==> config.mk <==
export PLATFORM = sky130hd
export DESIGN_NAME = fifo_replay_reader
export DESIGN_NICKNAME = d
export VERILOG_FILES = /design/src/rtl/fifo_replay_pkg.sv /design/src/rtl/fifo_replay_reader_skid.sv /design/src/rtl/fifo_replay_reader.sv
export SDC_FILE = /design/constraint.sdc
export NUM_CORES = 1
export LEC_CHECK = 0
export ABC_AREA = 1
export CAP_MARGIN = 20
export CORE_MARGIN = 2
export CORE_UTILIZATION = 40
export CTS_CLUSTER_DIAMETER = 120
export DETAILED_ROUTE_END_ITERATION = 10
export GPL_TIMING_DRIVEN = 0
export MAX_ROUTING_LAYER = met4
export PLACE_DENSITY = 0.64
export SLEW_MARGIN = 20
export SYNTH_ARGS = -nofsm -noshare
export SYNTH_HDL_FRONTEND = slang
export SYNTH_HIERARCHICAL = 1
export SYNTH_SLANG_ARGS = --single-unit
==> constraint.sdc <==
create_clock -name clk -period 2.4 [get_ports clk]
set_input_delay 0.72 -clock clk [delete_from_list [all_inputs] [get_ports clk]]
set_output_delay 0.72 -clock clk [all_outputs]
set_load 0.005 [all_outputs]
==> src/rtl/fifo_replay_pkg.sv <==
// Shared constants for the FIFO replay reader: state codes, default widths and
// the skid-depth rule that ties the output buffer to the FIFO read latency.
package fifo_replay_pkg;

  localparam int DEF_DATA_W   = 16;
  localparam int DEF_LEN_W    = 10;
  localparam int DEF_PASS_W   = 4;
  localparam int DEF_READ_LAT = 1;

  localparam int STATE_W = 3;
  localparam logic [STATE_W-1:0] ST_IDLE   = 3'd0;
  localparam logic [STATE_W-1:0] ST_MARK   = 3'd1;
  localparam logic [STATE_W-1:0] ST_STREAM = 3'd2;
  localparam logic [STATE_W-1:0] ST_REWIND = 3'd3;
  localparam logic [STATE_W-1:0] ST_DRAIN  = 3'd4;
  localparam logic [STATE_W-1:0] ST_DONE   = 3'd5;

  // One slot per in-flight read plus one so a stalled consumer never loses data.
  function automatic int skid_depth(input int read_lat);
    return read_lat + 1;
  endfunction

endpackage

==> src/rtl/fifo_replay_reader_skid.sv <==
// Small circular buffer between the FIFO read port and the consumer; the
// occupancy output feeds the reader's credit accounting.
module replay_skid_buf #(
  parameter int DEPTH = 2,
  parameter int WIDTH = 17,
  parameter int CNT_W = $clog2(DEPTH + 1)
) (
  input  logic             clk,
  input  logic             rst_n,
  input  logic             in_valid,
  output logic             in_ready,
  input  logic [WIDTH-1:0] in_data,
  output logic             out_valid,
  input  logic             out_ready,
  output logic [WIDTH-1:0] out_data,
  output logic [CNT_W-1:0] occupancy
);

  localparam int PTR_W = (DEPTH > 1) ? $clog2(DEPTH) : 1;

  logic [WIDTH-1:0] mem_reg [DEPTH];
  logic [PTR_W-1:0] wr_ptr_reg;
  logic [PTR_W-1:0] rd_ptr_reg;
  logic [CNT_W-1:0] count_reg;
  logic             push;
  logic             pop;

  function automatic logic [PTR_W-1:0] bump(input logic [PTR_W-1:0] p);
    return (p == PTR_W'(DEPTH - 1)) ? '0 : p + 1'b1;
  endfunction

  assign in_ready  = (count_reg != CNT_W'(DEPTH));
  assign out_valid = (count_reg != '0);
  assign out_data  = mem_reg[rd_ptr_reg];
  assign occupancy = count_reg;
  assign push      = in_valid & in_ready;
  assign pop       = out_valid & out_ready;

  // Head entry is held in place until accepted, which keeps the output stable.
  always_ff @(posedge clk) begin
    if (!rst_n) begin
      for (int i = 0; i < DEPTH; i++) mem_reg[i] <= '0;
      wr_ptr_reg <= '0;
      rd_ptr_reg <= '0;
      count_reg  <= '0;
    end else begin
      if (push) begin
        mem_reg[wr_ptr_reg] <= in_data;
        wr_ptr_reg          <= bump(wr_ptr_reg);
      end
      if (pop) rd_ptr_reg <= bump(rd_ptr_reg);
      if (push && !pop) count_reg <= count_reg + 1'b1;
      else if (!push && pop) count_reg <= count_reg - 1'b1;
    end
  end

endmodule

==> src/rtl/fifo_replay_reader.sv <==
// Read-side controller that replays one FIFO frame for several passes.
// Define FIFO_REPLAY_READER_FLUSH_EN to add o_fifo_flush, pulsed with o_done.
module fifo_replay_reader
  import fifo_replay_pkg::*;
#(
  parameter int DATA_W   = DEF_DATA_W,
  parameter int LEN_W    = DEF_LEN_W,
  parameter int PASS_W   = DEF_PASS_W,
  parameter int READ_LAT = DEF_READ_LAT
) (
  input  logic              clk,
  input  logic              rst_n,
  input  logic              i_start,
  input  logic [LEN_W-1:0]  i_frame_len,
  input  logic [PASS_W-1:0] i_num_pass,
  output logic              o_fifo_pop,
  output logic              o_fifo_mark,
  output logic              o_fifo_read_rst,
  input  logic [DATA_W-1:0] i_fifo_front,
  input  logic              i_fifo_empty,
  output logic [DATA_W-1:0] o_data,
  output logic              o_valid,
  input  logic              i_ready,
  output logic              o_last,
  output logic              o_pass_last,
  output logic              o_busy,
`ifdef FIFO_REPLAY_READER_FLUSH_EN
  output logic              o_fifo_flush,
`endif
  output logic              o_done
);

  localparam int DEPTH = skid_depth(READ_LAT);
  localparam int CNT_W = $clog2(DEPTH + 1);

  logic [STATE_W-1:0] state_reg, state_next;
  logic [LEN_W-1:0]   len_reg;
  logic [PASS_W-1:0]  num_pass_reg;
  logic [LEN_W-1:0]   pop_cnt_reg;
  logic [PASS_W-1:0]  pass_cnt_reg;
  logic [LEN_W-1:0]   out_cnt_reg;
  logic [READ_LAT-1:0] line_reg;

  logic [CNT_W-1:0]   inflight;
  logic [CNT_W-1:0]   occupancy;
  logic               credit_ok;
  logic               pass_final;
  logic               pop;
  logic               start_accept;
  logic               rewind_fire;
  logic               xfer;
  logic               skid_in_ready;
  logic [DATA_W:0]    skid_out;

  always_comb begin
    inflight = '0;
    for (int i = 0; i < READ_LAT; i++) inflight = inflight + CNT_W'(line_reg[i]);
  end

  assign credit_ok    = ({1'b0, occupancy} + {1'b0, inflight}) < (CNT_W + 1)'(DEPTH);
  assign pass_final   = (pass_cnt_reg == num_pass_reg - 1'b1);
  assign pop          = (state_reg == ST_STREAM) & ~i_fifo_empty & credit_ok &
                        skid_in_ready & (pop_cnt_reg < len_reg);
  assign start_accept = (state_reg == ST_IDLE) & i_start;
  assign rewind_fire  = (state_reg == ST_REWIND) & (inflight == '0);
  assign xfer         = o_valid & i_ready;

  // Each entry carries a final-pass flag; all writes of a pass land before the
  // rewind bumps pass_cnt, so the flag is exact even while older entries drain.
  replay_skid_buf #(
    .DEPTH (DEPTH),
    .WIDTH (DATA_W + 1),
    .CNT_W (CNT_W)
  ) skid (
    .clk       (clk),
    .rst_n     (rst_n),
    .in_valid  (line_reg[READ_LAT-1]),
    .in_ready  (skid_in_ready),
    .in_data   ({pass_final, i_fifo_front}),
    .out_valid (o_valid),
    .out_ready (i_ready),
    .out_data  (skid_out),
    .occupancy (occupancy)
  );

  assign o_data          = skid_out[DATA_W-1:0];
  assign o_last          = o_valid & (out_cnt_reg == len_reg - 1'b1);
  assign o_pass_last     = o_last & skid_out[DATA_W];
  assign o_fifo_pop      = pop;
  assign o_fifo_mark     = (state_reg == ST_MARK);
  assign o_fifo_read_rst = rewind_fire;
  assign o_busy          = (state_reg != ST_IDLE) & (state_reg != ST_DONE);
  assign o_done          = (state_reg == ST_DONE);
`ifdef FIFO_REPLAY_READER_FLUSH_EN
  assign o_fifo_flush    = (state_reg == ST_DONE);
`endif

  always_comb begin
    state_next = state_reg;
    case (state_reg)
      ST_IDLE:   if (i_start) state_next = (i_frame_len == '0 || i_num_pass == '0) ? ST_DONE : ST_MARK;
      ST_MARK:   state_next = ST_STREAM;
      ST_STREAM: if (pop_cnt_reg == len_reg) state_next = pass_final ? ST_DRAIN : ST_REWIND;
      ST_REWIND: if (inflight == '0) state_next = ST_STREAM;
      ST_DRAIN:  if (occupancy == '0 && inflight == '0) state_next = ST_DONE;
      ST_DONE:   state_next = ST_IDLE;
      default:   state_next = ST_IDLE;
    endcase
  end

  always_ff @(posedge clk) begin
    if (!rst_n) begin
      state_reg    <= ST_IDLE;
      len_reg      <= '0;
      num_pass_reg <= '0;
      pop_cnt_reg  <= '0;
      pass_cnt_reg <= '0;
      out_cnt_reg  <= '0;
      line_reg     <= '0;
    end else begin
      state_reg <= state_next;
      line_reg  <= READ_LAT'({line_reg, pop});
      if (start_accept) begin
        len_reg      <= i_frame_len;
        num_pass_reg <= i_num_pass;
        pop_cnt_reg  <= '0;
        pass_cnt_reg <= '0;
        out_cnt_reg  <= '0;
      end else begin
        if (rewind_fire) begin
          pop_cnt_reg  <= '0;
          pass_cnt_reg <= pass_cnt_reg + 1'b1;
        end else if (pop) begin
          pop_cnt_reg <= pop_cnt_reg + 1'b1;
        end
        if (xfer) out_cnt_reg <= o_last ? '0 : out_cnt_reg + 1'b1;
      end
    end
  end

endmodule

Word level (Yosys, flattened, before mapping) --
Memory sizes are Yosys's and may differ from the RTL's. A register that Yosys moved wholly into a read port is not among the register bits. Index checks and enable logic that the tools add are counted.
Word-level totals: register bits 46, bits in writable memories 34, input port bits 35, output and inout bits 24, word-level logic and storage cells 89, memories kept 1
Memory list:
- skid.mem_reg | words 2, width 17, read ports 1, clocked after Yosys merged registers in 1, wr ports 2, RTL line fifo_replay_reader_skid.sv:21 | logic [WIDTH-1:0] mem_reg [DEPTH];
Cells by class: add/sub/neg operators 10, magnitude comparators 2, eq/ne operators 14, muxes and demuxes 21, bitwise logic cells 13, reduce and logical (&&, ||, !) cells 18
Operator list (count):
- $add 10x1->10 const B | 2
- $eq 10x10->1 | 2
- $mux 3 | 6
- $mux 17 | 1
- $reduce_or 17->1 | 1
- $pmux 3 s5 | 1
- $and 1x1->1 | 11
- $logic_not 10->1 | 1
- $lt 10x10->1 | 1
- $mux 1 | 10
- $mux 10 | 1
- $sub 10x1->10 const B | 1
- $eq 3x2->1 const B | 2
- $eq 3x3->1 const B | 2
- $ne 2x2->1 const B | 3
- $add 4x1->4 const B | 1
- $eq 4x4->1 | 1
- $logic_not 2->1 | 2
- $logic_not 4->1 | 1
- $mux 2 | 2
- $ne 2x1->1 const B | 2
- $reduce_and 4->1 | 1
- $reduce_bool 2->1 | 2
- $sub 4x1->4 const B | 1
- 15 further kinds | 20

Logic depth before layout (Yosys ltp) --
Gate-level depths: netlist of run 1.
depth in word-level cells 7, mapped depth 13, mapped depth without buffers 12

Hierarchy --
The synthesis of run 1 kept the hierarchy.
By module, submodules not included:
- fifo_replay_reader | instances 1, cells an instance 403, area each 2663.8 um2, seq. area each 840.8 um2
- replay_skid_buf | instances 1, cells an instance 145, area each 1781.7 um2, seq. area each 1121.1 um2

Least setup slack after synthesis of run 1 --
Ideal clock, no wire load.
path type register -> output, start point register len_reg[0], end point output port o_pass_last, data arrival time 1.457 ns, data required time 1.680 ns, slack 0.223 ns, cell stages (with the launch flop) 13, buffers on the path 1, cell sequence dfxtp_1 > inv_1 > ha_1 > buf_4 > inv_1 > nand2_1 > nand3_1 > nand2_1 > a21oi_1 > nand2_1 > nor2_2 > nand3_1 > nor2_1
On the way: word-level cells in the longest chain between the ends 4
RTL lines:
- from (decl) | RTL line fifo_replay_reader.sv:37 | logic [LEN_W-1:0] len_reg;
- from (signal assigned) | RTL line fifo_replay_reader.sv:124 | len_reg <= i_frame_len;
- $sub 10x1->10 | RTL line fifo_replay_reader.sv:87 | assign o_last = o_valid & (out_cnt_reg == len_reg - 1'b1);
- $eq 10x10->1 | RTL line fifo_replay_reader.sv:87
- $and 1x1->1 | RTL line fifo_replay_reader.sv:87
- $and 1x1->1 | RTL line fifo_replay_reader.sv:88 | assign o_pass_last = o_last & skid_out[DATA_W];
- to (decl) | RTL line fifo_replay_reader.sv:25 | output logic o_pass_last,
No other way between the ends.

Final worst setup path of run 1 --
start point register len_reg[1], end point output port o_pass_last
The elaborated chain is that of the path after synthesis.

==> results.md, run 1 <==
* Synth Area in XOR/XNOR at roughly 4.7%
* Pin count of the biggest net entering global routing at 18
* Vias per cell at 4.90
* Fin Hold WS at 486 ps
* Element type at the critical path end: output port
* # DRC at 0
* Post-route minimum period at 2590 ps
* PortBufs at between 50 and 60
* Final-report hold violation count at 0
* Most common cell in the netlist: nand2_1
* Dpl ws at -695 ps
* Post-synth EDFFs at 34
* Clock Tree Buf Depth at 2
* Critical path arrival at 1870 ps
* Post-route setup TNS at -353 ps
* Register area share after synthesis at approximately 44%
* Placed cell areas at 5200 sq um
* PD cells at 853 nW/um^2
* GP Congestion at approximately 0.84
* # nets final at 692
* Largest register FFs at 34
* Synth top area share at approximately 23%
* Top cells by area, synth: edfxtp_1 (23%), dfxtp_1 (21%), nand2_1 (9.0%), nor2_1 (6.3%), inv_1 (6.0%)
* Finished Cell Area at 5840 sq um
* Die Y at 109 um
* Yosys warns at 6
* Worst setup margin at -189 ps
* Simple logic cell fraction of the synthesized area at approximately 27%
* CTS Sinks at between 80 and 90
* Synth Area in Adders at 4.50%
* Max Clk Rate at between 0.3 and 0.4 GHz
* Antenna violations before repair at 0
* Crit path launch: len_reg[1]
* Fill count at between 1000 and 1500
* Failing checks: setup timing
* Initial drt markers at approximately 130
* TritonRoute pass-1 iters at 5
* Post-DP HPWL at between 7 and 8 mm
* Mean Syn Cell Area at just over 8 sq um
* Slew Limit Fails at 0
* Syn nets at between 500 and 600
* Mux contribution to synthesized area at about 4.3%
* Layout cells sized above 1 at about a quarter
* Die area at roughly 12000 sq um
* Pleak at approximately 2.4 nW
* Max incr delay on CP at about 340 ps
* Crit share post-route at 108%
* Most instantiated cells after synthesis: nand2_1 (106), nor2_1 (75), inv_1 (71)
* Yosys reg bits at a little over 80
* Element type at the critical path start: register
* Cell area after synthesis at approximately 4400 sq um
* Power, Total at around 5 mW
* Clk_skew at 9.21 ps
* Worst hold path startpoint: num_pass_reg[3]
* Total grt overflow at 0
* Antenna viol nets, final at 0
* Netlist cell types at 35
* CTS tree: built
* Mapped Cells at approximately 550
* RSZ-0062 raised after global routing: yes
* Max capacitance violation total at 0
* Slowest-stage cell, CP: dfxtp_2
* Starting density of the core at between 40% and 50%
* Setup Crit Path Kind: reg -> out
* IO Count at 59
* Worst endpoint required time at 1680 ps
* Peak supply drop at 0.383 mV
* Routed length per instance at roughly 13 um
* Vias in the first global route at about 3700
* Yosys top cell by area: edfxtp_1
* Hold Crit Class: reg -> reg
* WL final at roughly 10 mm
* Antenna fix cells at 0
* RR Startpoint: len_reg[7]
* Clock Tree Root: clkbuf_8
* Largest fanout on the critical path at 5
* CP Cell Sequence: buf_4, nor2_4, nand2_4, o21ai_0, nand3_2, nor2_2, nand3_2, nor2_2, buf_2
* Clk slew on worst S/H paths at roughly 90 ps
* Dominant synthesized flop cell: dfxtp_1
* Utilization after layout at between 50% and 60%
* Async set-reset flop share out of synthesis at 0%
* # setup viols final at 3
* CTS Buf Count at 9
* Status: complete, but fails checks
* Compound-gate portion of the synthesized area at between 7 and 8%
* Clk_lat worst skew at ~360 ps
* Max_slew headroom at between 70% and 80%
* Overall routing resource usage at between 10% and 20%
* Htree depth at 3
* Via count at between 3000 and 4000
* Cell count after placement at around 750
* Largest family of logic cells by synthesized area: simple AND/OR/NAND/NOR gates
* Area growth from synthesis to layout at 31.4%
* First-pass GRT wire length at approximately 17 mm
* Worst-margin pin slew at between 300 and 400 ps
* Core area at approximately 11000 sq um
* Row count at 38
* Die X at 109 um
* Non-filler cells, final at 786
==> logic make-up (layout without fill, tap and decap cells) <==
family	count (synthesis)	in the layout
and+or+nand+nor	266	266
buffers and inverters	83	181
DFF	81	81
AOI/OAI and AO/OA	61	61
xor gates and xnor gates	24	24
muxes	17	17
adders and majority gates	16	16
==> report_power, final <==
group | switching (mW) | internal (mW)
clock | 0.555 | 0.393
combinational | 1.21 | 1.04
sequential | 0.161 | 1.62
==> per-layer routing <==
layer / vias up / share of wire [%] / track usage [%]
met1: 1777 / 46 / 22.9
met4: 0 / 1.5 / 6.06
met2: 100 / 48 / 30.2
met5: - / 0 / -
met3: 15 / 5.0 / 2.96
li1: 1963 / - / -
==> layout by cell type (no fill, tap or decap), types with 10 or more instances in the layout <==
cell	instances
nor2_2	22
inv_1	60
a21oi_1	36
dfxtp_1	27
edfxtp_1	34
nor2_1	68
xor2_1	16
mux2_2	17
dfxtp_2	14
dlygate4sd2_1	10
nand3_1	28
inv_2	10
nand2_1	102
clkdlybuf4s50_1	39
buf_4	22
o21ai_0	17
==> worst max-delay path, delay by kind of cell, from the launching register on <==
kind            cells  cell delay (ps)
flops               1              340
compound gates      1              230
simple gates        6              670
buf+inv             2              250
==> final cells by class <==
cell class | instances | area (sq um) | share of cell area [%]
buffer | 8 | 67.6 | 1.16
clock buffer | 9 | 124 | 2.12
clock inverter | 7 | 60.1 | 1.03
inverter | 74 | 288 | 4.93
multi-input combinational | 384 | 2350 | 40.2
sequential | 81 | 2000 | 34.3
tap | 140 | 175 | 3.00
timing repair buffer | 83 | 777 | 13.3
==> path summary, 6_finish.rpt <==
path,cells past startpoint,slack [ps],end
min,2,490,num_pass_reg[3]
max,9,-190,o_pass_last
max reg2reg,10,530,pop_cnt_reg[0]
min reg2reg,2,490,num_pass_reg[3]
==> repair_timing <==
item	CTS	global route
pin swaps	18	17
setup buffers	18	6
hold buffers	0	0
endpoints found under the setup margin	55	39
resized for setup	72	48
cloned	1	0
Power figures use the tool's default switching activity.
==> run 2: changes to the inputs <==
--- a/config.mk
+++ b/config.mk
@@ -14,6 +14,7 @@
 export GPL_TIMING_DRIVEN = 0
 export MAX_ROUTING_LAYER = met4
 export PLACE_DENSITY = 0.64
+export SKIP_LAST_GASP = 1
 export SLEW_MARGIN = 20
 export SYNTH_ARGS = -nofsm -noshare
 export SYNTH_HDL_FRONTEND = slang
==> results of run 2 <==
Final layout, timing and power as in run 1 (identical DEF).
